**config.mk**
```make
export PLATFORM = sky130hd
export DESIGN_NAME = cf_fft_phase_demux_flat
export DESIGN_NICKNAME = d
export VERILOG_FILES = /design/src/rtl/cf_fft_phase_demux_pkg.sv /design/src/rtl/cf_fft_phase_demux_if.sv /design/src/rtl/cf_fft_phase_counter.sv /design/src/rtl/cf_fft_phase_demux.sv /design/src/flat_wrapper.sv
export SDC_FILE = /design/constraint.sdc
export NUM_CORES = 1
export LEC_CHECK = 0
export BUFFER_PORTS_ARGS = -buffer_cell sky130_fd_sc_hd__buf_2
export CAP_MARGIN = 30
export CORE_ASPECT_RATIO = 1.4
export CORE_MARGIN = 4
export CORE_UTILIZATION = 26
export CTS_CLUSTER_SIZE = 20
export DETAILED_ROUTE_END_ITERATION = 6
export GPL_TIMING_DRIVEN = 1
export PLACE_DENSITY_LB_ADDON = 0.15
export SLEW_MARGIN = 20
export SYNTH_ARGS = -nofsm -noshare
export SYNTH_HDL_FRONTEND = slang
export SYNTH_SLANG_ARGS = --single-unit
```
**constraint.sdc**
```tcl
create_clock -name clock -period 2.3 [get_ports clock]
set_input_delay 0.46 -clock clock [delete_from_list [all_inputs] [get_ports clock]]
set_output_delay 0.46 -clock clock [all_outputs]
set_load 0.01 [all_outputs]
```
**src/rtl/cf_fft_phase_demux_pkg.sv**
```systemverilog
// Shared FFT control definitions: phase-code defaults for the 1024-point,
// 8-phase configuration and the phase-to-slot offset mapping.
package cf_fft_phase_demux_pkg;

  localparam int FFT_POINTS     = 1024;
  localparam int PHASES_DEFAULT = 8;
  localparam int PW_DEFAULT     = 3;
  localparam int DW_DEFAULT     = 1;

  // Bit offset of slot `code` inside a packed frame of dw-wide slots.
  function automatic int slot_offset(input int code, input int dw);
    return code * dw;
  endfunction

endpackage

```
**src/rtl/cf_fft_phase_demux_if.sv**
```systemverilog
// Stream interface of the phase demux: serial per-phase values in, assembled frame out.
interface cf_fft_phase_demux_if #(
  parameter int PHASES = cf_fft_phase_demux_pkg::PHASES_DEFAULT,
  parameter int DW     = cf_fft_phase_demux_pkg::DW_DEFAULT
);

  logic                 in_valid;
  logic [DW-1:0]        in_data;
  logic                 in_ready;
  logic                 out_valid;
  logic [PHASES*DW-1:0] out_data;
  logic                 out_ready;

  modport master (
    output in_valid, in_data, out_ready,
    input  in_ready, out_valid, out_data
  );

  modport slave (
    input  in_valid, in_data, out_ready,
    output in_ready, out_valid, out_data
  );

endinterface

```
**src/rtl/cf_fft_phase_counter.sv**
```systemverilog
// Modulo-PHASES phase-code counter with enable and synchronous clear;
// shared by the demux and the mux-side sequencers.
module cf_fft_phase_counter
  import cf_fft_phase_demux_pkg::*;
#(
  parameter int PHASES = PHASES_DEFAULT,
  parameter int PW     = PW_DEFAULT
) (
  input  logic          clock,
  input  logic          reset_n,
  input  logic          clear,
  input  logic          en,
  output logic [PW-1:0] phase,
  output logic          last
);

  assign last = (phase == PW'(PHASES - 1));

  // NOTE: state registers use non-blocking assignments so every flop samples
  // pre-edge values, regardless of block ordering in simulation.
  always_ff @(posedge clock or negedge reset_n) begin
    if (!reset_n) begin
      phase <= '0;
    end else if (clear) begin
      phase <= '0;
    end else if (en) begin
      phase <= last ? '0 : phase + 1'b1;
    end
  end

endmodule

```
**src/rtl/cf_fft_phase_demux.sv**
```systemverilog
// Phase demux: writes each accepted value into the slot of the live phase code
// and hands completed frames to a one-deep hold stage on a valid/ready output.
module cf_fft_phase_demux
  import cf_fft_phase_demux_pkg::*;
#(
  parameter int PHASES = PHASES_DEFAULT,
  parameter int PW     = PW_DEFAULT,
  parameter int DW     = DW_DEFAULT
) (
  input  logic                 clock,
  input  logic                 reset_n,
  input  logic                 clear,
  output logic [PW-1:0]        phase,
  cf_fft_phase_demux_if.slave  bus
);

  localparam int FW = PHASES * DW;

  logic [FW-1:0] slots;
  logic [FW-1:0] frame_final;
  logic          collect_full;
  logic          last;
  logic          accept;
  logic          write;
  logic          complete;
  logic          drain;
  logic          hold_free;
  logic          transfer;

  // A stalled full collect stage blocks input only while hold also cannot drain.
  assign bus.in_ready = !(collect_full && bus.out_valid && !bus.out_ready);

  assign accept    = bus.in_valid && bus.in_ready;
  assign write     = accept && !clear;
  assign complete  = write && last;
  assign drain     = bus.out_valid && bus.out_ready;
  assign hold_free = !bus.out_valid || bus.out_ready;
  assign transfer  = collect_full && drain && !clear;

  cf_fft_phase_counter #(
    .PHASES (PHASES),
    .PW     (PW)
  ) u_counter (
    .clock   (clock),
    .reset_n (reset_n),
    .clear   (clear),
    .en      (accept),
    .phase   (phase),
    .last    (last)
  );

  // NOTE: the default assignment comes first so no path leaves frame_final
  // unassigned, which would otherwise infer a latch.
  always_comb begin
    frame_final = slots;
    frame_final[slot_offset(PHASES - 1, DW) +: DW] = bus.in_data;
  end

  // NOTE: the slot storage is reset explicitly because an all-zero frame is
  // the defined post-reset state, not just a simulation convenience.
  always_ff @(posedge clock or negedge reset_n) begin
    if (!reset_n) begin
      slots <= '0;
    end else if (write) begin
      slots[slot_offset(int'(phase), DW) +: DW] <= bus.in_data;
    end
  end

  always_ff @(posedge clock or negedge reset_n) begin
    if (!reset_n) begin
      collect_full <= 1'b0;
    end else if (clear) begin
      collect_full <= 1'b0;
    end else if (complete && !hold_free) begin
      collect_full <= 1'b1;
    end else if (transfer) begin
      collect_full <= 1'b0;
    end
  end

  // Slots still hold the parked frame on a transfer cycle: the only write that
  // can coincide goes to slot 0 and lands after the edge.
  always_ff @(posedge clock or negedge reset_n) begin
    if (!reset_n) begin
      bus.out_valid <= 1'b0;
      bus.out_data  <= '0;
    end else if (complete && hold_free) begin
      bus.out_valid <= 1'b1;
      bus.out_data  <= frame_final;
    end else if (transfer) begin
      bus.out_valid <= 1'b1;
      bus.out_data  <= slots;
    end else if (drain) begin
      bus.out_valid <= 1'b0;
    end
  end

endmodule

```
**src/flat_wrapper.sv**
```systemverilog
// flat-port wrapper written by rule: the top's interface ports become plain ports
module cf_fft_phase_demux_flat import cf_fft_phase_demux_pkg::*;
#(
  parameter int PHASES = PHASES_DEFAULT,
  parameter int PW     = PW_DEFAULT,
  parameter int DW     = DW_DEFAULT
)
  (clock, reset_n, clear, phase, bus_in_valid, bus_in_data, bus_out_ready, bus_in_ready, bus_out_valid, bus_out_data);
  cf_fft_phase_demux_if #(.PHASES(PHASES), .DW(DW)) bus_i ();
  input  logic clock;
  input  logic reset_n;
  input  logic clear;
  output logic [PW-1:0] phase;
  input wire logic [$bits(bus_i.in_valid)-1:0] bus_in_valid;
  input wire logic [$bits(bus_i.in_data)-1:0] bus_in_data;
  input wire logic [$bits(bus_i.out_ready)-1:0] bus_out_ready;
  output wire logic [$bits(bus_i.in_ready)-1:0] bus_in_ready;
  output wire logic [$bits(bus_i.out_valid)-1:0] bus_out_valid;
  output wire logic [$bits(bus_i.out_data)-1:0] bus_out_data;
  assign bus_i.in_valid = bus_in_valid;
  assign bus_i.in_data = bus_in_data;
  assign bus_i.out_ready = bus_out_ready;
  assign bus_in_ready = bus_i.in_ready;
  assign bus_out_valid = bus_i.out_valid;
  assign bus_out_data = bus_i.out_data;
  cf_fft_phase_demux #(.PHASES(PHASES), .PW(PW), .DW(DW)) u_core (.clock(clock), .reset_n(reset_n), .clear(clear), .phase(phase), .bus(bus_i));
endmodule
```
==> results summary <==
The flow ran to the end, and the final reports show no timing, DRC or antenna violations. The horizontal die dimension came out at a little over 60 microns. The count of pins over their slew limit is 0. The number of sinks driven by the clock tree is 21. For this run the aggregate overflow at the end of global routing stands at 0.

The count of nets left with antenna violations after detail routing is 0. Leaving out fill and tap cells, the most frequent cell in the layout is sky130_fd_sc_hd__dfrtp_1. In this run the power density over the cells is 601 nW/um^2. The total power after layout is 0.724 mW. After synthesis, the cell types taking the most area are sky130_fd_sc_hd__dfrtp_1, sky130_fd_sc_hd__mux2_2, sky130_fd_sc_hd__ha_1. The number of gates resized after CTS is 0.

Headroom to the max-slew limit came out at 0.670. The worst clock skew came out at 0.00459 ns. The number of port buffers is 18. The average detailed-routed wire length per instance is 13.8 microns. Dividing the detail-routed via count by the number of cells gives 4.88. The chip height came out at around 80 microns. The number of antenna repair diodes came out at 0.

STA classifies the critical path startpoint as a flip-flop. The number of max-cap violations came out at 0. The number of remaining DRC errors came out at 0. The proportion of synthesized chip area in sequential cells is 0.515.

Of all cell types, the one taking the most synthesized area is sky130_fd_sc_hd__dfrtp_1. Counting distinct cell types in the post-synthesis netlist gives 22. The via count of the first global-routing pass came to between 800 and 900. The portion of netlist area occupied by mux cells is 0.187. The worst hold path belongs to the class in -> async. The non-filler instance count after layout came out at 149.

The largest net degree at the start of global routing is 22. The share of the cycle needed by the critical path after routing is 0.922. The maximum count of clock buffers along a single path came out at 2. The number of nets in the synthesized netlist is a little under 100. Timing would allow up to 472 MHz. The total wire length after detailed routing is ~2100 microns. Setup repair after global routing left no endpoint under its margin. The compound-cell area share of the yosys netlist came out at 0.0600. The main combinational cell family by area after synthesis is multiplexers. In the layout the commonest cells are sky130_fd_sc_hd__dfrtp_1, sky130_fd_sc_hd__buf_2, sky130_fd_sc_hd__mux2_2. Yosys printed 0 warnings. The mean area per synthesized cell is 11.9 sq um. The tightest hold margin is 0.147 ns.

The startpoint identified for the worst register-to-register timing path is u_core.u_counter.phase[0]. For this run, the detailed router's first-pass iteration total came to 3. The summed instance area of the synthesized netlist came out at 1020 sq um. The total of hold buffers inserted after clock tree synthesis is 0. Compared with the post-synthesis result, the final layout area differs by 18.0%. Along the worst path, the maximum fanout reaches 8. Routability-driven placement finished with a final weighted congestion of 0.826. The fraction of synthesized cell area in xor and xnor cells came out at 0.

The area of the core is 3710 sq um. For the worst flop-to-flop path, the logic depth is 6. The first-pass GRT wire length is 3560 microns.

The root cell of the clock tree is sky130_fd_sc_hd__clkbuf_8. Setup violations remaining at the end of the flow were counted as 0. The clock latency on the worst-skew pair came out at 0.26 ns. The HPWL after detailed placement came out at roughly 1600 microns. The sum of negative setup slack came out at 0 ns. The fraction of synthesized cell area taken by the top area cell type came out at 0.515.

The area share of fa/ha/maj cells after synthesis came out at 0.0613. The nature of the critical path endpoint is a flip-flop. The global-route total usage across every layer is 0.0960. For this block, the initial DRC count from the detailed router was 13. The number of cells in the design after placement is between 100 and 150. Of the cells placed in the final design, the portion with a size suffix greater than 1 is 0.383. The row count came out at 26.

The number of antenna violations at the first check in global routing came out at 0. The area share of and/or/nand/nor cells after synthesis is 0.161. In this run the register-to-register setup slack is roughly 0.18 ns. The minimum clock period after layout came out at 2.12 ns. The leakage power came out at 0.585 nW.

The post-CTS repair timing setup buffer count came out at 0. The slew at the pin closest to its max-slew limit came out at 0.493 ns. TritonCTS built the clock tree.

The die outline area is 5010 sq um. 19 I/O pins were placed. Synthesis produced a netlist whose cell count is 86. The starting density of the core came out at 0.275.

The final hold violation count was 0. The capturing point of the worst reg2reg path is u_core.slots[3]. The clock transition at the registers of the reported paths is roughly 0.08 ns. Data arrives at the worst endpoint at 2.27 ns. The number of nets at the end of the flow is 119. The worst setup path is of the reg -> reg kind.

The synthesis-stage register bit count is 21. The number of buffers created by CTS came out at 3. The detailed router placed between 700 and 800 vias in this run. The worst path required time came out at 2.45 ns.

In this run the number of H-tree levels came out at 1. The worst-case vdd ir drop came out at 0.000271 V.
==> stage by stage <==
stage | setup slack (ns) | utilization | cell area, sq um
6_report | 0.180 | 0.325 | 1200
5_1_grt | 0.0119 | 0.325 | 1200
4_1_cts | 0.148 | 0.325 | 1200
3_5_place_dp | 0.165 | 0.312 | 1160
3_3_place_gp | 0.192 | 0.312 | 1160
2_1_floorplan | 0.344 | - | 1020
==> synth_stat cells, drive strengths merged <==
cell type   n
a21oi       3
nand4b      3
a31oi       1
nor4        3
and2        1
o21ai       1
or3         1
ha          5
mux2       17
buf         1
nor3        2
nor2        7
nand3       2
nand3b      2
o211ai      1
or2         1
inv         3
dfrtp      21
nand2       7
nor2b       2
a211oi      2
==> cell families after synthesis <==
kind of cell	after synthesis
buffers and inverters	4
adder cells (fa/ha/maj)	5
multiplexers	17
AO/OA/AOI/OAI	8
AND/OR/NAND/NOR	31
flip-flops	21
==> metal layers <==
metal,wire length [microns],GRT usage,vias to the layer above
met5,0,0,-
met4,63,0.0629,0
met3,109,0.0233,7
met2,1000,0.153,16
met1,884,0.112,354
li1,-,-,350
==> how the worst max path moves through the flow <==
stage                         startpoint              end  slack (ns)
3_5_place_dp   u_core.u_counter.phase[0]  u_core.slots[3]        0.17
5_1_grt        u_core.u_counter.phase[0]  u_core.slots[3]        0.01
6_report       u_core.u_counter.phase[0]  u_core.slots[3]        0.18
4_1_cts        u_core.u_counter.phase[0]  u_core.slots[3]        0.15
2_1_floorplan  u_core.u_counter.phase[0]  u_core.slots[7]        0.34
3_3_place_gp   u_core.u_counter.phase[0]  u_core.slots[3]        0.19
==> critical path, stage by stage, from the launching register on <==
cell and delay [ns]:
sky130_fd_sc_hd__dfrtp_1 0.47, sky130_fd_sc_hd__inv_1 0.12, sky130_fd_sc_hd__ha_1 0.23, sky130_fd_sc_hd__ha_1 0.29
sky130_fd_sc_hd__nand4b_1 0.19, sky130_fd_sc_hd__nor4_1 0.33, sky130_fd_sc_hd__mux2_2 0.38
==> flip-flops by register name, indices dropped and copies added, names as in the netlist <==
register                cells
u_core.bus.out_valid        1
u_core.bus.out_data         8
u_core.u_counter.phase      3
u_core.collect_full         1
u_core.slots                8
==> cell type report <==
type / count / area, sq um
multi-input cells: 61 / 479
repair buffers: 18 / 90.1
inverters: 3 / 11.3
clock buffers: 3 / 41.3
well taps: 42 / 52.6
clock inverters: 1 / 5.00
fillers: 405 / 2500
flip-flops and latches: 21 / 526
==> power by group <==
part	leakage, nW	switching (mW)	internal [mW]
combinational	0.272	0.0430	0.0351
sequential	0.288	0.0134	0.391
clock	0.0255	0.121	0.121
(Power assumes the default switching activity.)
